$ cat src/rtl/addsub16_pkg.sv
// Shared definitions for the add/sub counter command scheduler:
// opcodes, FSM state encoding and default widths.
package addsub16_pkg;

  localparam int WIDTH_D  = 16;
  localparam int STEP_W_D = 8;

  localparam logic [1:0] OP_LOAD = 2'b00;
  localparam logic [1:0] OP_UP   = 2'b01;
  localparam logic [1:0] OP_DOWN = 2'b10;
  localparam logic [1:0] OP_READ = 2'b11;

  typedef enum logic [1:0] {
    ST_IDLE = 2'd0,
    ST_EXEC = 2'd1,
    ST_RESP = 2'd2
  } state_t;

  function automatic logic [1:0] onehot(input logic idx);
    return idx ? 2'b10 : 2'b01;
  endfunction

endpackage

$ cat src/rtl/addsub16_sched_arb2.sv
// Two-way arbiter, combinational grant; round-robin under ADDSUB16_SCHED_RR_EN,
// otherwise fixed priority to client 0. Pointer advances only on the upd strobe.
module arb2 (
  input  logic       clk,
  input  logic       rst,
  input  logic [1:0] req,
  input  logic       upd,
  output logic [1:0] grant
);

`ifdef ADDSUB16_SCHED_RR_EN
  logic ptr;  // client preferred on the next tie

  always_comb begin
    grant = req;
    if (req == 2'b11) grant = ptr ? 2'b10 : 2'b01;
  end

  always_ff @(posedge clk or negedge rst) begin
    if (!rst)
      ptr <= 1'b0;
    else if (upd)
      ptr <= grant[0];
  end
`else
  logic unused_rr;

  always_comb begin
    grant = 2'b00;
    if (req[0])
      grant = 2'b01;
    else if (req[1])
      grant = 2'b10;
  end

  assign unused_rr = &{1'b0, clk, rst, upd};
`endif

endmodule

$ cat src/rtl/addsub16_sched.sv
// Two-client command scheduler driving a shared 16-bit up/down wrap counter.
// GNT one cycle after REQ in IDLE; DONE after LOAD+1 / N steps / same cycle; REQ ignored while busy.
module addsub16_sched
  import addsub16_pkg::*;
#(
  parameter int WIDTH  = WIDTH_D,
  parameter int STEP_W = STEP_W_D
) (
  input  logic                CLK,
  input  logic                RST,
  input  logic [1:0]          REQ,
  input  logic [3:0]          OP,
  input  logic [2*WIDTH-1:0]  ARG,
  input  logic [2*STEP_W-1:0] STEPS,
  output logic [1:0]          GNT,
  output logic [1:0]          DONE,
  output logic [WIDTH-1:0]    RESULT,
  output logic                WRAP,
  output logic                CTR_EN,
  output logic                CTR_LOAD,
  output logic                CTR_CTL,
  output logic [WIDTH-1:0]    CTR_DATA,
  input  logic [WIDTH-1:0]    CTR_DOUT,
  input  logic                CTR_COUT
);

  state_t            state;
  logic [1:0]        op_q;
  logic              cl_q;
  logic [STEP_W-1:0] rem_q;
  logic              wrap_q;

  logic [1:0]        arb_gnt;
  logic              arb_upd;
  logic              sel;
  logic [1:0]        req_op;
  logic [WIDTH-1:0]  req_arg;
  logic [STEP_W-1:0] req_steps;

  assign arb_upd   = (state == ST_IDLE) && (arb_gnt != 2'b00);
  assign sel       = arb_gnt[1];
  assign req_op    = sel ? OP[3:2] : OP[1:0];
  assign req_arg   = sel ? ARG[2*WIDTH-1:WIDTH] : ARG[WIDTH-1:0];
  assign req_steps = sel ? STEPS[2*STEP_W-1:STEP_W] : STEPS[STEP_W-1:0];

  arb2 u_arb (
    .clk   (CLK),
    .rst   (RST),
    .req   (REQ),
    .upd   (arb_upd),
    .grant (arb_gnt)
  );

  always_ff @(posedge CLK or negedge RST) begin
    if (!RST) begin
      state    <= ST_IDLE;
      op_q     <= OP_LOAD;
      cl_q     <= 1'b0;
      rem_q    <= '0;
      wrap_q   <= 1'b0;
      GNT      <= 2'b00;
      DONE     <= 2'b00;
      CTR_EN   <= 1'b0;
      CTR_LOAD <= 1'b1;
      CTR_CTL  <= 1'b0;
      CTR_DATA <= '0;
    end else begin
      GNT  <= 2'b00;
      DONE <= 2'b00;
      case (state)
        ST_IDLE: begin
          if (arb_gnt != 2'b00) begin
            op_q   <= req_op;
            cl_q   <= sel;
            rem_q  <= req_steps;
            wrap_q <= 1'b0;
            GNT    <= arb_gnt;
            if (req_op == OP_LOAD) begin
              state    <= ST_EXEC;
              CTR_EN   <= 1'b1;
              CTR_LOAD <= 1'b0;
              CTR_DATA <= req_arg;
            end else if (req_op != OP_READ && req_steps != '0) begin
              state   <= ST_EXEC;
              CTR_EN  <= 1'b1;
              CTR_CTL <= (req_op == OP_UP);
            end else begin
              // READ and zero-step moves complete in the grant cycle
              state <= ST_RESP;
              DONE  <= arb_gnt;
            end
          end
        end
        ST_EXEC: begin
          // boundary flag means the counter wraps at this edge
          if (op_q != OP_LOAD && CTR_COUT)
            wrap_q <= 1'b1;
          rem_q <= rem_q - STEP_W'(1);
          if (op_q == OP_LOAD || rem_q == STEP_W'(1)) begin
            state    <= ST_RESP;
            DONE     <= onehot(cl_q);
            CTR_EN   <= 1'b0;
            CTR_LOAD <= 1'b1;
            CTR_CTL  <= 1'b0;
            CTR_DATA <= '0;
          end
        end
        ST_RESP: state <= ST_IDLE;
        default: state <= ST_IDLE;
      endcase
    end
  end

  // counter output already reflects the final step once RESP is entered
  assign RESULT = (state == ST_RESP) ? CTR_DOUT : '0;
  assign WRAP   = (state == ST_RESP) && wrap_q;

endmodule

$ cat config.mk
export PLATFORM = sky130hd
export DESIGN_NAME = addsub16_sched
export DESIGN_NICKNAME = d
export VERILOG_FILES = /design/src/rtl/addsub16_pkg.sv /design/src/rtl/addsub16_sched_arb2.sv /design/src/rtl/addsub16_sched.sv
export SDC_FILE = /design/constraint.sdc
export NUM_CORES = 1
export LEC_CHECK = 0
export BUFFER_PORTS_ARGS = -buffer_cell sky130_fd_sc_hd__buf_4
export CAP_MARGIN = 20
export CORE_MARGIN = 1.5
export CORE_UTILIZATION = 35
export DETAILED_ROUTE_END_ITERATION = 10
export GPL_TIMING_DRIVEN = 1
export PLACE_DENSITY_LB_ADDON = 0.25
export SLEW_MARGIN = 0
export SYNTH_ARGS = -nofsm -noshare
export SYNTH_HDL_FRONTEND = slang
export SYNTH_HIERARCHICAL = 1
export SYNTH_SLANG_ARGS = --single-unit
$ cat constraint.sdc
create_clock -name CLK -period 2.8 [get_ports CLK]
set_input_delay 0.28 -clock CLK [delete_from_list [all_inputs] [get_ports CLK]]
set_output_delay 0.28 -clock CLK [all_outputs]
set_load 0.05 [all_outputs]
==> results.md <==
* Clock sinks at 37
* Num rows at 28
* Flop-to-flop setup slack at just under 0.5 ns
* Drt pass-1 iters at 4
* Max Fanout on Critical Path at 33
* Cell Area, Synth at between 2000 and 2500 sq um
* Clock skew at roughly 0.0058 ns
* Die height at ~83 um
* Vias in the first global route at around 2000
* Worst setup margin at 0.4866 ns
* Worst Path Required at roughly 3.0 ns
* Initial antenna violation count at 0
* Diode count at 0
* Final Cycle Share at between 80% and 90%
* Setup TNS at 0 ns
* Sequential area share after synthesis at between 40% and 50%
* Yosys warns at 6
* Clk Latency, worst-skew pair at around 0.3 ns
* Core area at roughly 6100 sq um
* Max cap viols at 0
* Area share of the largest cell type after synthesis at roughly 40%
* Top cells by area, synth: dfrtp_1 40%, mux2i_1 10%, o31ai_2 7.3%
* GR Util All Layers at approximately 17%
* Leakage at 1.546 nW
* Routed met1 length at ~2.7 mm
* Layout cells sized above 1 at a little under half
* Final ANT Viol Nets at 0
* First-pass GRT wire length at 9.880 mm
* Nets@finish at about 410
* Setup WS pre-CTS at ~0.48 ns
* Die X at ~83 um
* Syn Nets at 299
* Synth Instances at ~220
* Number of remaining DRC errors at 0
* Synth-to-Final Area Change at 44.31%
* Peak VDD IR at 543.5 uV
* Clock buffer depth at 2
* FF+latch count, synth at 37
* Final HPWL DP at between 4 and 5 mm
* Final setup viols at 0
* Crit path time final at about 2.3 ns
* Main combinational cell family by area after synthesis: compound AO/OA/AOI/OAI gates
* Met2 wire len at roughly 2.6 mm
* Die area at 6896 sq um
* Syn Area/Cell at about 10 sq um
* Ratio of total power to cell area at 1039 nW/um^2
* Multiplexer area fraction after synthesis at 12.78%
* Startpoint class of the critical path: flop
* Synth Flop Type: dfrtp_1
* Final Hold Viols at 0
* Compound-Gate Fraction of Synth Area at 21.04%
* GPL Wtd Cong at between 0.9 and 1
* Yosys top cell by area: dfrtp_1
* Cell variety after synth at 43
* WL/cell at about 14 um
* Post-Synth XOR/XNOR Area at 0.7813%
* H-tree depth at 2
* EDFF count, synth at 0
* Initial core utilization at between 30% and 40%
* CTS tree: built
* Clock transition at path regs at around 0.07 ns
* Asr flop ratio synth at 100.0%
* CP arrival at between 2 and 3 ns
* Critical path class: flop to flop
* Slew @ Worst Pin at 1.013 ns
* Status: complete, no violations
* Final Slew Violations at 0
* Top sig layer: met4
* Adder-cell share of the synthesized area at under 10%
* Root Buffer: clkbuf_8
* Final wirelength at 5.856 mm
* Initial DRC Count at 81
* IO Port Bufs at around 110
* Hold Path Class: primary input to flop
* RSZ-0062 raised after global routing: no
* CTS buffer count at 5
* Vias/cell at 5.122
* Met3 wire len at between 500 and 600 um
* Slew HR at approximately a third
* Routed via count at 2100
* Io pins at roughly 110
* Overflow left after global routing at 0
* Pin count of the biggest net entering global routing at 38
* Fmax achieved at around 430 MHz
* Simple-gate share of the synthesized area at approximately a fifth
* Crit end category: flop
layout make-up:
cell class,count,area [sq um]
flip-flops and latches,37,927.1
clock buffers,5,68.82
well taps,75,93.84
multi-input cells,169,1236
inverters,5,18.77
clock inverters,3,17.52
fillers,593,2825
repair buffers,116,873.3
where the power goes:
part | internal (mW) | total (mW) | switching [mW] | leakage [nW]
Sequential | 0.773 | 0.963 | 0.190 | 0.455
Clock | 0.172 | 0.374 | 0.202 | 0.0439
Combinational | 0.693 | 2.02 | 1.33 | 1.05
Total | 1.64 | 3.36 | 1.72 | 1.55
routing by layer:
metal | vias up | track usage, %
met5 | - | 0
met4 | 0 | 5.000
met3 | 5 | 4.274
met2 | 94 | 26.68
met1 | 975 | 23.80
li1 | 1026 | -
placed cells by master, fill, tap and decap left out, types with 8 or more instances in the layout:
| cell type | Yosys | final |
|---|---|---|
| buf_4 | 1 | 115 |
| dfrtp_1 | 36 | 36 |
| nand2_1 | 27 | 27 |
| mux2i_1 | 23 | 23 |
| and2_1 | 19 | 19 |
| a21oi_1 | 15 | 15 |
| o31ai_2 | 13 | 13 |
| nor2_1 | 9 | 8 |
cells in the mapped netlist (3+ instances only):
cell type / n
a21oi_1: 15
and2_1: 19
buf_2: 5
clkbuf_1: 5
dfrtp_1: 36
inv_1: 5
mux2_2: 4
mux2i_1: 23
nand2_1: 27
nand2b_1: 3
nor2_1: 9
nor3_1: 5
nor4_1: 5
o21ai_0: 5
o22ai_1: 5
o31ai_1: 5
o31ai_2: 13
or2_2: 4
registers in the layout (all words and copies together), names as in the netlist:
register,count
op_q,2
GNT,2
CTR_LOAD,1
cl_q,1
CTR_DATA,16
wrap_q,1
CTR_EN,1
CTR_CTL,1
DONE,2
state,2
rem_q,8
cell families after synthesis:
group	count (synthesis)
AOI/OAI and AO/OA	57
DFF	37
muxes	28
buffers and inverters	18
xor gates and xnor gates	2
adders and majority gates	2
and+or+nand+nor	80
critical path, stage by stage, from the launching register on:
cell      delay [ns]
dfrtp_1         0.42
or3_4           0.43
o41ai_4         0.48
o221ai_4        0.46
o31ai_1         0.41
stage by stage:
| stage | std cells | cell area [sq um] | hold slack [ns] | utilization (%) | power [mW] |
|---|---|---|---|---|---|
| 2_1_floorplan | 224 | 2242 | -0.01559 | - | 2.425 |
| 6_report | 410 | 3236 | 0.2443 | 53.39 | 3.361 |
| 4_1_cts | 410 | 3236 | 0.2478 | 53.39 | 3.390 |
| 5_1_grt | 410 | 3236 | 0.2760 | 53.39 | 3.584 |
| 3_3_place_gp | 401 | 3139 | 0.2772 | 51.80 | 2.979 |
| 3_5_place_dp | 401 | 3139 | 0.2784 | 51.80 | 3.010 |
worst paths after layout:
check / end / cells after the start / from
setup / recovery: CTR_DATA[7] / 4 / rem_q[4]
hold / removal: wrap_q / 3 / CTR_COUT
setup reg to reg: CTR_DATA[7] / 4 / rem_q[4]
hold reg to reg: CTR_LOAD / 2 / CTR_LOAD
max in group asynchronous: CTR_LOAD / 2 / RST
min in group asynchronous: CTR_EN / 2 / RST
what timing repair did:
item | in CTS | in global routing
setup buffers | 0 | 0
gates resized for setup | 0 | 0
hold buffers | 1 | 0
endpoints found under the hold margin | 36 | 0
No activity file was read; power rests on OpenSTA's default activity.
